--- config.mk ---
export PLATFORM = sky130hd
export DESIGN_NAME = cas_lock_seq
export DESIGN_NICKNAME = d
export VERILOG_FILES = /design/src/rtl/cas_lock_seq.sv
export SDC_FILE = /design/constraint.sdc
export NUM_CORES = 1
export LEC_CHECK = 0
export BUFFER_PORTS_ARGS = -buffer_cell sky130_fd_sc_hd__buf_2
export CAP_MARGIN = 15
export CELL_PAD_IN_SITES_DETAIL_PLACEMENT = 0
export CELL_PAD_IN_SITES_GLOBAL_PLACEMENT = 1
export CORE_ASPECT_RATIO = 1.2
export CORE_UTILIZATION = 40
export DETAILED_ROUTE_END_ITERATION = 10
export PLACE_DENSITY_LB_ADDON = 0.1
export SYNTH_ARGS = -nofsm -noshare
export SYNTH_HDL_FRONTEND = slang
export SYNTH_SLANG_ARGS = --single-unit
--- constraint.sdc ---
create_clock -name clk -period 4.12 [get_ports clk]
set_input_delay 0.618 -clock clk [delete_from_list [all_inputs] [get_ports clk]]
set_output_delay 0.618 -clock clk [all_outputs]
set_load 0.03 [all_outputs]
--- src/rtl/cas_lock_seq.sv ---
// cas_lock_seq: serially keyed, two-stage pipelined cascaded-AND/OR output-corruption unit.
// Optional macro CAS_LOCK_FLIP_CNT_EN adds a saturating 16-bit flip_count output.
module cas_lock_seq #(
    parameter int              N_IN          = 32,
    parameter logic [N_IN-1:0] CHAIN_PATTERN = N_IN'(32'h3E40_7DA0)
) (
    input  logic            clk,
    input  logic            rst,
    input  logic            key_valid,
    input  logic            key_bit,
    output logic            key_ready,
    output logic            key_done,
    input  logic            key_clear,
    input  logic            in_valid,
    output logic            in_ready,
    input  logic [N_IN-1:0] in_data,
    input  logic            func_in,
    output logic            out_valid,
    output logic            out_data
`ifdef CAS_LOCK_FLIP_CNT_EN
    ,
    output logic [15:0]     flip_count
`endif
);

    localparam int KEY_W = 2 * N_IN;
    localparam int IDX_W = $clog2(KEY_W);

    typedef enum logic {
        LOAD,
        ARMED
    } state_t;

    state_t             state;
    logic [KEY_W-1:0]   key;
    logic [IDX_W-1:0]   idx;

    logic [N_IN-1:0]    xa;
    logic [N_IN-1:0]    xb;
    logic               func_s1;
    logic               valid_s1;

    logic               c_a;
    logic               c_b;
    logic               flip;

    // Bit 1 of the pattern is never consulted: the first merge is always AND.
    function automatic logic cascade(input logic [N_IN-1:0] x);
        logic c;
        c = x[0] & x[1];
        for (int i = 2; i < N_IN; i++) begin
            c = CHAIN_PATTERN[i] ? (x[i] | c) : (x[i] & c);
        end
        return c;
    endfunction

    always_ff @(posedge clk) begin
        if (rst || key_clear) begin
            state     <= LOAD;
            key       <= '0;
            idx       <= '0;
            key_ready <= 1'b1;
            key_done  <= 1'b0;
            in_ready  <= 1'b0;
        end else begin
            case (state)
                LOAD: begin
                    if (key_valid) begin
                        key[idx] <= key_bit;
                        if (idx == IDX_W'(KEY_W - 1)) begin
                            idx       <= '0;
                            state     <= ARMED;
                            key_ready <= 1'b0;
                            key_done  <= 1'b1;
                            in_ready  <= 1'b1;
                        end else begin
                            idx <= idx + 1'b1;
                        end
                    end
                end
                ARMED: begin
                    key_ready <= 1'b0;
                    key_done  <= 1'b1;
                    in_ready  <= 1'b1;
                end
                default: state <= LOAD;
            endcase
        end
    end

    always_comb begin
        c_a  = cascade(xa);
        c_b  = cascade(xb);
        flip = c_a & ~c_b;
    end

    // A clear kills both pipeline valids so nothing keyed with the old key escapes.
    always_ff @(posedge clk) begin
        if (rst) begin
            xa        <= '0;
            xb        <= '0;
            func_s1   <= 1'b0;
            valid_s1  <= 1'b0;
            out_valid <= 1'b0;
            out_data  <= 1'b0;
        end else if (key_clear) begin
            valid_s1  <= 1'b0;
            out_valid <= 1'b0;
        end else begin
            valid_s1 <= in_valid & in_ready;
            if (in_valid && in_ready) begin
                xa      <= in_data ^ key[N_IN-1:0];
                xb      <= in_data ^ key[KEY_W-1:N_IN];
                func_s1 <= func_in;
            end
            out_valid <= valid_s1;
            out_data  <= func_s1 ^ flip;
        end
    end

`ifdef CAS_LOCK_FLIP_CNT_EN
    always_ff @(posedge clk) begin
        if (rst || key_clear) begin
            flip_count <= '0;
        end else if (valid_s1 && flip && flip_count != 16'hFFFF) begin
            flip_count <= flip_count + 16'd1;
        end
    end
`endif

endmodule

After elaboration in Yosys (flattened, before gate mapping)
Cells that the tools add are included.
{"block": "classes", "add_sub_neg": 1, "n_lt_le_gt_ge": 2, "n_eq_ne": 3, "mux": 13, "bitwise_logic": 70, "n_reduce_logical": 7}
{"op": "64-bit bitwise mux", "n": 1}
{"op": "32-bit bitwise XOR", "n": 2}
{"op": "1-bit AND", "n": 36}
{"op": "1-bit OR", "n": 28}
{"op": "1-bit 2-to-1 mux", "n": 8}
{"op": "6-bit by 7-bit less-than comparator with 1-bit output (second input constant)", "n": 1}
{"op": "6-bit by 1-bit adder with 6-bit output (second input constant)", "n": 1}
{"op": "1-bit demux with 6-bit select", "n": 1}
{"op": "6-bit equality test (second input constant)", "n": 1}
{"op": "6-bit by 1-bit >= comparator with 1-bit output (second input constant)", "n": 1}
{"op": "6-bit 2-to-1 mux", "n": 1}
{"op": "2-bit AND reduction", "n": 3}
{"op": "2-bit != test (second input constant)", "n": 2}
{"op": "1-bit case mux with 2 select lines", "n": 2}
{"op": "1-bit inverter", "n": 3}
{"op": "1-bit logical AND", "n": 2}
{"op": "2-bit OR reduction", "n": 1}
{"op": "1-bit logical OR", "n": 1}
{"op": "1-bit bitwise XOR", "n": 1}
{"block": "word_totals", "regBits": 141, "output_inout_bits": 5, "elab_cells": 107}

Longest topological paths before layout
{"block": "logic_depth", "word_depth": 34, "ltp_mapped": 7}

Worst setup path before layout
No wires, ideal clock.
{"block": "synth_path", "path_type": "input to register", "startpoint": "in rst", "endpoint": "reg key[39]", "setup_ns": 0.128, "arrival_ns": 1.700, "slack_ns": 2.292, "stages": 6, "path_buffers": 4, "path_cell_list": "clkbuf_1 > or2_2 > clkbuf_1 > clkbuf_1 > buf_1 > nor2_1"}
{"block": "synth_between", "elab_chain_cells": 1}
{"element": "from (decl)", "line_no": "8", "rtl": "input logic rst,"}
{"element": "1-bit logical OR", "line_no": "58", "rtl": "if (rst || key_clear) begin"}
{"element": "to (signal, indexed assignment)", "line_no": "69", "rtl": "key[idx] <= key_bit;"}
{"element": "to (decl)", "line_no": "35", "rtl": "logic [KEY_W-1:0] key;"}
Every way passes these cells.
A chain may end at the register's enable or synchronous reset.

Worst setup path in the final report
{"block": "layout_path", "startpoint": "reg idx[0]", "endpoint": "reg key[34]"}
{"block": "layout_between", "elab_chain_cells": 5, "word_cells_on_any_way": 6, "cone_classes": "order compare (2); mux (3); reduce/logical (1)"}
{"element": "from (decl)", "line_no": "36", "rtl": "logic [IDX_W-1:0] idx;"}
{"element": "from (signal assigned)", "line_no": "77", "rtl": "idx <= idx + 1'b1;"}
{"element": "6-bit by 7-bit less-than comparator with 1-bit output (implied by the code) / 6-bit by 1-bit >= comparator with 1-bit output (equally long branches)", "line_no": "69"}
{"element": "1-bit logical AND (implied by the code)", "line_no": "69"}
{"element": "1-bit 2-to-1 mux (implied by the code)", "line_no": "69"}
{"element": "1-bit demux with 6-bit select *", "line_no": "69"}
{"element": "64-bit bitwise mux *", "line_no": "69"}
Every way passes the cells marked *; elsewhere a longest branch is shown, timed or not.

==> flow_summary.toml <==
[finish]
syn_to_final_growth_pct = 14.5
fillers = 1487
nets = 769
final_cells = 945
diodes = 0
multi_input_area_mm2 = 0.00309
seq_area_mm2 = 0.00282
layout-drive-gt1-share_pct = 11.7

[clock_tree]
clock-root-buffer = "clkbuf_16"
cts_setup_buffers = 0
cts_sinks = 141
numCtsBuffers = 17
clk_latency_ps = 420
ctsHtreeMaxLevel = 4
cts_resized = 0
clk_pin_slew_worst_paths_ps = 50
cts_tree = "yes"
cts_buffer_depth = 2
hold_buffers = 0

[pwr]
p_leak_nw = 2.31
cellPowerDensity_mw_per_mm2 = 417
ir_drop_mv = 0.232

[logic_synthesis]
netlist_area_mm2 = 0.00611
ys_seq_area_share_pct = 46.2
synthAdderAreaFrac_pct = 0.205
synth_cells = 714
syn-num-nets = 754
synthXorXnorAreaFrac_pct = 9.75
synth_cell_types = 42
synth_compound_area_share_pct = 14.9
synthSimpleGateAreaFrac_pct = 20.3
yosys_warnings = 0
synth-seq-cells = 141
syn_avg_cell_area_um2 = 8.56
synth_top_family_by_area = "simple AND/OR/NAND/NOR gates"
muxShareOfSynthArea_pct = 5.24

[die]
die_y_um = 137
core_mm2 = 0.0150
start_util_pct = 40.8
die_w_um = 115
rows = 49
die_area_mm2 = 0.0158
ioPinCount = 44

[job]
maxCapViolations = 0

[timing]
drv_slew = 0
slew_headroom_pct = 36.0
worstMarginPinSlew_ps = 957
rsz0062_at_grt = "false"
period_minus_slack_ps = 2190
final.setup.tns_ps = 0
final-hold-violation-count = 0
fin_crit_sh_pct = 53.2
hold_slack_ps = 452
fmax_mhz = 456
setup_viol = 0
skew_ps = 5.71

[critical_path]
crit_required_ps = 4400
crit_fanout = 12
start_kind = "register"
critPathBufInv = 0
endpoint_kind = "register"
slowest_delay_ps = 740
r2r_setup_slack_ps = 1930
path_class = "reg -> reg"
cpLargestDelayFamily = "simple AND/OR/NAND/NOR gates"
slowest_stage = "nor2_1"
arrival_ps = 2470
critical_path.most_common_cell = "nor2_1"
crit_chain = "or3b_2 > nor2_1 > nand2_1 > mux2i_1 > nor2_1"

[drt]
dr_total_vias = 4872
detail-route-antenna-nets = 0
remaining_drc_errors = 0
wirelength_um = 15400
firstDrtPassIters = 5
via_per_inst = 5.16
wire_per_inst_um = 16.3
drt_iter0_markers = 267

[global_route]
grt_max_degree = 130
first_global_vias = 4553
grt_overflow_total = 0
grtUsageTotal_pct = 21.1
grt_first_pass_wirelength_um = 24600
antenna_found_initial = 1

[placed_design]
gp_congestion = 0.777
place_hpwl_um = 10800
port_buffers = 43
place_inst = 914

[min_path]
min_path_type = "in -> reg"

[run_status]
outcome = "completed"
-- tightest hold or removal path, cell delays in order --
cell and delay (ps):
buf_2 80, mux2i_1 60, nor2_1 80
-- stage by stage --
step	total power, mW	utilization, %	cell area [µm²]	setup WS [ps]
2_1_floorplan	1.46	-	6110	2290
3_3_place_gp	1.51	43.1	6440	1750
3_5_place_dp	1.51	43.1	6440	1680
4_1_cts	2.96	46.8	7000	1980
5_1_grt	3.03	46.8	7000	1740
6_report	2.92	46.8	7000	1930
-- report_power, final --
group	switching (mW)	internal (mW)	leakage (nW)	total (mW)
logic	0.0727	0.0438	0.904	0.116
registers	0.00215	1.37	1.14	1.37
clock network	0.548	0.885	0.276	1.43
total	0.623	2.29	2.31	2.92
-- area by class of cell --
type,instances,share of cell area (%)
clock buffer,24,7.03
clock inverter,7,0.894
multi-input combinational,520,44.2
sequential,141,40.3
tap,204,3.65
timing repair buffer,49,3.90
-- sequential cells by signal (all words and copies together), names as in the netlist --
register	flops
idx	6
key_ready	1
xa	32
key	64
valid_s1	1
xb	32
state	1
out_data	1
out_valid	1
func_s1	1
in_ready	1
-- synthesized netlist by cell type, drive strengths merged --
library cell / number / area [µm²]
dfxtp: 141 / 2820
nor2: 140 / 526
nand2: 77 / 289
a211oi: 65 / 488
xnor2: 65 / 569
clkbuf: 45 / 169
a21oi: 35 / 175
mux2i: 32 / 320
nand3: 23 / 115
o21ai: 21 / 105
buf: 8 / 37.5
nand4: 7 / 43.8
nor3: 7 / 35.0
nand2b: 5 / 31.3
nor2b: 5 / 31.3
a2111oi: 3 / 52.6
and3: 3 / 18.8
nand3b: 3 / 22.5
or3: 3 / 18.8
xor2: 3 / 26.3
a211o: 2 / 18.8
and2: 2 / 12.5
and3b: 2 / 17.5
nand4b: 2 / 17.5
nor3b: 2 / 15.0
or2: 2 / 12.5
or3b: 2 / 17.5
or4: 2 / 18.8
a21o: 1 / 7.51
a311o: 1 / 10.0
a31oi: 1 / 6.26
a41oi: 1 / 8.76
ha: 1 / 12.5
o211a: 1 / 10.0
o41ai: 1 / 27.5
-- kinds of logic (layout without fill, tap and decap cells) --
| kind of cell | count (synthesis) | count (layout) |
|---|---|---|
| flip-flops | 141 | 141 |
| adder cells (fa/ha/maj) | 1 | 1 |
| buffers and inverters | 53 | 80 |
| AND/OR/NAND/NOR | 287 | 287 |
| XOR/XNOR | 68 | 68 |
| multiplexers | 32 | 32 |
| AO/OA/AOI/OAI | 132 | 132 |
-- cells in the final DEF, fill, tap and decap left out, types with 2 or more instances in the layout --
master	netlist	layout
and3_1	3	3
a211oi_1	65	65
clkinv_2	0	5
nand2b_1	5	5
or3b_2	2	2
and2_1	2	2
and3b_1	2	2
nor2b_1	5	5
buf_2	3	43
dfxtp_1	141	141
nor2_1	140	139
xnor2_1	65	65
nand3b_1	3	3
clkbuf_16	0	17
xor2_1	3	3
mux2i_1	32	32
o21ai_0	21	21
clkbuf_8	0	4
nand4b_1	2	2
nand2_1	77	77
clkbuf_1	45	3
nor3_1	7	7
buf_4	1	5
a21oi_1	35	35
or3_1	3	3
nand3_1	23	23
nand4_1	7	7
-- path summary, 6_finish.rpt --
path | end | startpoint | cells past startpoint
min | func_s1 | func_in | 3
min reg2reg | key_ready | key_ready | 2
max reg2reg | key[34] | idx[0] | 5
max | key[34] | idx[0] | 5
-- routing by layer --
metal,track usage (%),routed length [µm]
met2,34.3,7320
met3,3.92,543
met5,0,0
met4,11.8,534
met1,26.4,7040
Note: power is estimated with default switching activity, not from simulation.
